--- src/rtl/writeback_regfile.sv ---
// Purpose : Y86-64 write-back stage and architectural register file with RUN/HLT/INS status FSM.
// Latency : register reads are combinational; a write committing this cycle is bypassed to the read ports.
// Backpressure: none; a retiring instruction is accepted whenever wb_valid is high, and ignored after a halt.
//
// Ports:
//   clk, rst                      clock and asynchronous active-high reset
//   wb_valid, iCode, rA, rB, cnd  retiring instruction fields from the memory stage
//   valE, valM                    ALU result and memory read result
//   srcA, srcB                    decode-stage read addresses (4'hF = none, reads 0)
//   reg_stackA/B, reg_stack4      read data for srcA, srcB and %rsp
//   status, halted, retired       architectural status, halt flag, committed-instruction count
module writeback_regfile #(
  parameter int               REG_W      = 64,
  parameter logic [REG_W-1:0] STACK_INIT = 64'h0000_0000_0000_0200,
  parameter int               CNT_W      = 32
) (
  input  logic             clk,
  input  logic             rst,
  input  logic             wb_valid,
  input  logic [3:0]       iCode,
  input  logic [3:0]       rA,
  input  logic [3:0]       rB,
  input  logic             cnd,
  input  logic [REG_W-1:0] valE,
  input  logic [REG_W-1:0] valM,
  input  logic [3:0]       srcA,
  input  logic [3:0]       srcB,
  output logic [REG_W-1:0] reg_stackA,
  output logic [REG_W-1:0] reg_stackB,
  output logic [REG_W-1:0] reg_stack4,
  output logic [1:0]       status,
  output logic             halted,
  output logic [CNT_W-1:0] retired
);

  localparam logic [3:0] REG_NONE = 4'hF;
  localparam logic [3:0] REG_RSP  = 4'h4;

  // State encoding doubles as the architectural status code.
  typedef enum logic [1:0] {
    S_RUN = 2'b00,
    S_HLT = 2'b01,
    S_INS = 2'b10
  } state_t;

  state_t           state;
  logic [REG_W-1:0] regs [0:14];

  logic       commit;
  logic [3:0] dst_e;
  logic [3:0] dst_m;
  logic       we_e;
  logic       we_m;

  // A valid instruction retiring in RUN; the halt instruction counts, an illegal one does not.
  assign commit = wb_valid && (state == S_RUN) && (iCode <= 4'hB);

  always_comb begin
    dst_e = REG_NONE;
    dst_m = REG_NONE;
    if (commit) begin
      case (iCode)
        4'h2:             if (cnd) dst_e = rB;
        4'h3, 4'h6:       dst_e = rB;
        4'h5:             dst_m = rA;
        4'h8, 4'h9, 4'hA: dst_e = REG_RSP;
        4'hB: begin
          dst_e = REG_RSP;
          dst_m = rA;
        end
        default: ;
      endcase
    end
  end

  // popq %rsp targets reg 4 through both ports; the loaded value must win.
  assign we_m = (dst_m != REG_NONE);
  assign we_e = (dst_e != REG_NONE) && (dst_e != dst_m);

  // Same priority as the commit: valM before valE, otherwise the stored value.
  function automatic logic [REG_W-1:0] fwd(
    input logic [3:0]       addr,
    input logic [REG_W-1:0] stored,
    input logic             wm,
    input logic [3:0]       dm,
    input logic [REG_W-1:0] vm,
    input logic             wen,
    input logic [3:0]       de,
    input logic [REG_W-1:0] ve
  );
    if (addr == REG_NONE)         return '0;
    else if (wm && (dm == addr))  return vm;
    else if (wen && (de == addr)) return ve;
    else                          return stored;
  endfunction

  logic [REG_W-1:0] stored_a;
  logic [REG_W-1:0] stored_b;

  assign stored_a = (srcA == REG_NONE) ? '0 : regs[srcA];
  assign stored_b = (srcB == REG_NONE) ? '0 : regs[srcB];

  assign reg_stackA = fwd(srcA, stored_a, we_m, dst_m, valM, we_e, dst_e, valE);
  assign reg_stackB = fwd(srcB, stored_b, we_m, dst_m, valM, we_e, dst_e, valE);
  assign reg_stack4 = fwd(REG_RSP, regs[4], we_m, dst_m, valM, we_e, dst_e, valE);

  assign status = state;

  always_ff @(posedge clk or posedge rst) begin
    if (rst) begin
      for (int i = 0; i < 15; i++) begin
        regs[i] <= (i == 4) ? STACK_INIT : '0;
      end
      state   <= S_RUN;
      halted  <= 1'b0;
      retired <= '0;
    end else begin
      if (we_e) regs[dst_e] <= valE;
      if (we_m) regs[dst_m] <= valM;
      if (wb_valid && (state == S_RUN)) begin
        if (iCode == 4'h0) begin
          state  <= S_HLT;
          halted <= 1'b1;
        end else if (iCode > 4'hB) begin
          state  <= S_INS;
          halted <= 1'b1;
        end
      end
      if (commit) retired <= retired + 1'b1;
    end
  end

endmodule
--- config.mk ---
export PLATFORM = sky130hd
export DESIGN_NAME = writeback_regfile
export DESIGN_NICKNAME = d
export VERILOG_FILES = /design/src/rtl/writeback_regfile.sv
export SDC_FILE = /design/constraint.sdc
export NUM_CORES = 2
export LEC_CHECK = 0
export CORE_MARGIN = 1.5
export CORE_UTILIZATION = 40
export DETAILED_ROUTE_END_ITERATION = 16
export GPL_ROUTABILITY_DRIVEN = 1
export PLACE_DENSITY = 0.59
export REMOVE_ABC_BUFFERS = 1
export SYNTH_ARGS = -nofsm -noshare
export SYNTH_HDL_FRONTEND = slang
export SYNTH_SLANG_ARGS = --single-unit
--- constraint.sdc ---
create_clock -name clk -period 44.2 [get_ports clk]
set_input_delay 8.84 -clock clk [delete_from_list [all_inputs] [get_ports clk]]
set_output_delay 8.84 -clock clk [all_outputs]
set_load 0.05 [all_outputs]
# == After elaboration in Yosys (flattened, before gate mapping) ==
# Index checks and enable logic that the tools add are counted.
# classes
n_eq_ne,19
order_cmp,8
reduce_logical,18
bitwise,4
muxes,31
n_addsub,1
# ops
cell,count
$bwmux 960,2
$mux 960,2
$mux 64,14
$bmux 64 s4,2
$demux 64 s4,2
$add 32x1->32 const B,1
$eq 4x4->1 const B,6
$ge 5x5->1 const B,4
$not 4->5,4
$eq 4x3->1 const B,4
$eq 4x4->1,4
$mux 4,4
$pmux 4 s3,1
$logic_and 1x1->1,11
$lt 5x1->1 const B,2
$eq 4x2->1 const B,2
$ne 4x4->1 const B,2
$gt 4x4->1 const B,1
$le 4x4->1 const B,1
$logic_not 4->1,1
$mux 2,2
$ne 4x4->1,1
$reduce_or 2->1,2
$reduce_or 4->1,1
4 further kinds,5
# word_totals
register_bits,995
in_bits,152
output_inout_bits,227

# == Logic depth before layout (Yosys ltp) ==
# depth
ltp_word,13
depth_mapped,11

# == Worst setup path after synthesis ==
# No wires, ideal clock.
# synth_path
path_kind,input-to-output
startpoint,in iCode[0]
endpoint,out reg_stackA[10]
t_arrival_ns,11.682
path_buffers,3
stages,10
path_slack_ns,23.678
path_cell_list,buf_6 > clkbuf_1 > nand2_1 > o311ai_0 > o221ai_1 > or4_1 > nand4_1 > clkbuf_1 > nand2_1 > a31oi_1
# synth_between
elab_chain_len,10
elab_cells_between_ends,28
classes_between,order compare (1); eq/ne (13); mux (7); reduce/logical (7)
# synth_lines
item,line_no,rtl
"start, declared",20,"input logic [3:0] iCode,"
$eq 4x4->1 (tied with other cells),62,case (iCode)
$reduce_or 4->1 (no source line) (tied with other cells),--,
$pmux 4 s3 or $mux 4 (tied branches),62,
$mux 4,61,if (commit) begin
$ne 4x4->1,78,assign we_e = (dst_e != REG_NONE) && (dst_e != dst_m);
$logic_and 1x1->1,78,
$logic_and 1x1->1,93,else if (wen && (de == addr)) return ve;
$mux 64,93,
$mux 64 *,92,else if (wm && (dm == addr)) return vm;
$mux 64 *,91,if (addr == REG_NONE) return '0;
"end, declared",28,"output logic [REG_W-1:0] reg_stackA,"
# Mark *: on every way between the ends. The rest lies on a longest branch, timed or not.

# == Worst setup path after layout ==
# layout_path
startpoint,in iCode[0]
endpoint,out reg_stack4[49]
# layout_between
elab_chain_len,9
elab_cells_between_ends,27
classes_between,order compare (1); eq/ne (13); mux (6); reduce/logical (7)
# layout_lines
item,line_no,rtl
$eq 4x4->1 (tied with other cells),62,
$reduce_or 4->1 (no source line) (tied with other cells),--,
$pmux 4 s3 or $mux 4 (tied branches),62,
$mux 4,61,
$ne 4x4->1,78,
$logic_and 1x1->1,78,
$logic_and 1x1->1,93,
$mux 64,93,
$mux 64 *,92,
"end, declared",30,"output logic [REG_W-1:0] reg_stack4,"
# Marked as above.

==> Flow_metrics.wiki <==
{| class="wikitable"
! Metric !! Value
|-
| Status || finished, final reports clean
|-
| YS warnings || 0
|-
| Top cell type by total area after synthesis || sky130_fd_sc_hd__dfrtp_1
|-
| Clk_skew || 0.0618 ns
|-
| Clock insertion delay at the later pin of the skew report || 0.77 ns
|-
| Cell variety after synth || 63
|-
| Reg2reg start || status[1]
|-
| Number of instances resized during post-cts repair || 0
|-
| Overall routed net length || 244000 µm
|-
| Detailed Route Iter0 Violations || 6535
|-
| FILL cells || 14.9k
|-
| Via count || 52.2k
|-
| Layout cell share with drive strength beyond 1 || 14.2%
|-
| Synth async-reset ratio || 100%
|-
| Power density of the placed cells || 40.3 mW/mm²
|-
| Sinks on Clock Net || 995
|-
| Half-perimeter wire length after placement || 139000 µm
|-
| Layout-stage area growth over the synthesis result || 13.1%
|-
| H-tree depth || 3
|-
| Post-route clock period utilization || 52.9%
|-
| First-pass GRT wire length || 359000 µm
|-
| Height of the die || 404 µm
|-
| Internal power || 1970 µW
|-
| Cell with the most instances after synthesis || sky130_fd_sc_hd__mux2i_1
|-
| Share of synthesized area occupied by flip-flops and latches || 38.6%
|-
| Remaining global-route overflow || 0
|-
| Final hold vios || 0
|-
| Net switching power || 975 µW
|-
| Most used standard cells in the synthesized netlist || 1088 x sky130_fd_sc_hd__mux2i_1, 994 x sky130_fd_sc_hd__dfrtp_1, 964 x sky130_fd_sc_hd__nand2_1
|-
| Number of slew-limit violations in the final report || 0
|-
| Core Region || 0.160 mm²
|-
| Mean post-synth cell area || 10.3 µm²
|-
| Overall fraction of global-route tracks in use || 29.5%
|-
| Fraction of synthesized cell area taken by the top area cell type || 38.6%
|-
| Worst hold slack after final layout || 0.482 ns
|-
| Startpoint of the lowest-slack hold path || retired[31]
|-
| Switching power share of the total || 33.2%
|-
| RSZ-0062 raised after global routing || false
|-
| Number of vias per cell after detailed routing || 6.25
|-
| Leading cell types by total area after synthesis || sky130_fd_sc_hd__dfrtp_1 39%, sky130_fd_sc_hd__mux4_2 18%, sky130_fd_sc_hd__mux2i_1 17%
|-
| Main synth FF type || sky130_fd_sc_hd__dfrtp_1
|-
| Setup TNS || 0 ns
|-
| Cell area after technology mapping || 0.0645 mm²
|-
| Post-placement worst setup slack || 20.90 ns
|-
| Number of buffers inserted during clock tree synthesis || 117
|-
| CTS tree || built
|-
| Relative contribution of combinational cells to total power || 25.1%
|-
| Initial antenna violation count || 6
|-
| Initial cell density of the core || 40.2%
|-
| Actual transition at the worst max-transition pin || 1.23 ns
|-
| Max Freq || 42.8 MHz
|-
| Post-CTS setup buffers || 0
|-
| Number of flops mapped to enable cells by yosys || 0
|-
| DRC viols || 0
|-
| Highest cell delay on the worst timing path || 0.91 ns
|-
| Final net count || 6253
|-
| Vias in the first global route || 51.2k
|-
| Nature of the critical path endpoint || output port
|-
| Max VDD drop || 0.0345 mV
|-
| Endpoint required time on the critical path || 35.36 ns
|-
| Arrival time at the worst endpoint || 14.54 ns
|-
| Number of setup violations in the final report || 0
|-
| Ordered list of cells on the worst path || clkdlybuf4s50_1 > o21a_4 > or4_4 > a211oi_1 > nor3_1 > nor4_2 > buf_4 > buf_4 > mux2i_1 > a21oi_1 > clkdlybuf4s50_1
|-
| Fraction of power consumed by sequential logic || 40.1%
|-
| Class of the tightest hold or removal check || flop to flop
|-
| Hold buffer count at CTS || 0
|-
| Top-Level Pins || 379
|-
| Static Leakage || 0.0299 µW
|-
| Clock power share || 34.8%
|-
| Maximum count of clock buffers along a single path || 3
|-
| Headroom to the max-slew limit || 17.9%
|-
| Cell with the biggest individual delay on the critical path || sky130_fd_sc_hd__clkdlybuf4s50_1
|-
| Pin count of the biggest net entering global routing || 154
|-
| Average wire per cell in the routed design || 29.2 µm
|-
| Max FO, Critical Path || 34
|-
| Critical Path Source Type || input port
|-
| Time the worst path needs with I/O delays and setup || 23.38 ns
|-
| Classification of the worst setup path || input port to output port
|-
| Synthesized netlist cell count || 6275
|-
| Pre-antenna DRT Iters || 6
|-
| Worst Setup SP || iCode[0]
|-
| Worst-case setup margin in the final layout || 20.82 ns
|-
| Buffers on Ports || 378
|-
| Number of max-cap violations || 0
|-
| Overall die width || 404 µm
|-
| Die footprint || 0.164 mm²
|-
| Routability congestion estimate from global placement || 0.834
|-
| Count of nets left with antenna violations after detail routing || 0
|-
| Row Count || 147
|-
| Clock input transition at the sequential cells of the worst setup and hold paths || 0.06 ns
|-
| Clk Tree Root Cell || sky130_fd_sc_hd__clkbuf_16
|-
| Flops & latches, synth || 995
|}
-- routing by layer --
layer	global-route usage (%)	up-vias	wire length, µm
met3	5.80	443	23100
met5	0	-	38
met2	46.3	2734	112000
met1	41.6	26600	102000
met4	8.07	6	7110
li1	-	22400	-
-- power by group through the flow --
stage / sequential (µW) / clock (µW) / combinational, µW
floorplan: 1160 / 0 / 475
global placement: 1180 / 0 / 727
detailed placement: 1190 / 0 / 738
CTS: 1170 / 1040 / 739
global route: 1200 / 1070 / 792
finish: 1180 / 1020 / 738
-- placed cells by master, fill, tap and decap left out, types with 65 or more instances in the layout --
cell,Yosys,routed
sky130_fd_sc_hd__a21oi_1,198,197
sky130_fd_sc_hd__a31oi_1,65,65
sky130_fd_sc_hd__and2_1,78,77
sky130_fd_sc_hd__buf_4,14,119
sky130_fd_sc_hd__clkbuf_16,0,120
sky130_fd_sc_hd__clkdlybuf4s50_1,0,371
sky130_fd_sc_hd__dfrtp_1,994,994
sky130_fd_sc_hd__mux2i_1,1088,1088
sky130_fd_sc_hd__mux4_2,512,512
sky130_fd_sc_hd__nand2_1,964,959
sky130_fd_sc_hd__nand3_1,182,179
sky130_fd_sc_hd__nor2_1,216,207
sky130_fd_sc_hd__o21ai_0,881,881
sky130_fd_sc_hd__o21ai_1,87,87
-- critical path: cells and delay by family --
family,cells,cell delay [ns]
AO/OA/AOI/OAI,3,1.17
AND/OR/NAND/NOR,3,1.06
multiplexers,1,0.21
buffers and inverters,4,3.04
-- metrics by stage --
stage	total power [µW]	util, %	area [µm²]	cells
6_report	2940	45.5	72900	8353
2_1_floorplan	1630	-	61200	5479
5_1_grt	3060	45.5	72900	8351
4_1_cts	2950	45.5	72900	8351
3_3_place_gp	1910	43.0	68900	8141
3_5_place_dp	1930	43.0	68900	8141
-- kinds of logic after synthesis --
kind of cell / after synthesis / share of synthesized area (%)
muxes: 1600 / 34.8
AOI/OAI and AO/OA: 1323 / 11.0
buffers and inverters: 802 / 5.16
and+or+nand+nor: 1511 / 9.80
xor gates and xnor gates: 43 / 0.584
DFF: 995 / 38.6
adders and majority gates: 1 / 0.0194
-- state kept, by name, summed over array words and instances, names as in the netlist --
register and flops:
halted 1, regs 960, retired 32, status 2
-- path summary, 6_finish.rpt --
check                            endpoint  slack (ns)  cells after the start
max                        reg_stack4[49]       20.82                     11
min                           retired[31]        0.48                      1
max reg2reg                     regs[303]       39.48                      9
min reg2reg                   retired[31]        0.48                      1
max in group asynchronous       regs[408]       33.10                      4
min in group asynchronous       regs[682]        8.64                      2
-- area by class of cell --
cell class	instances	area (µm²)	share of cell area (%)
multi-input combinational	4478	36500	50.0
tap	2160	2700	3.71
timing repair buffer	502	4810	6.59
clock buffer	167	3450	4.73
antenna	2	5.00	0.00686
inverter	6	32.5	0.0446
sequential	995	24900	34.1
clock inverter	43	534	0.733
No activity file was read; power rests on OpenSTA's default activity.
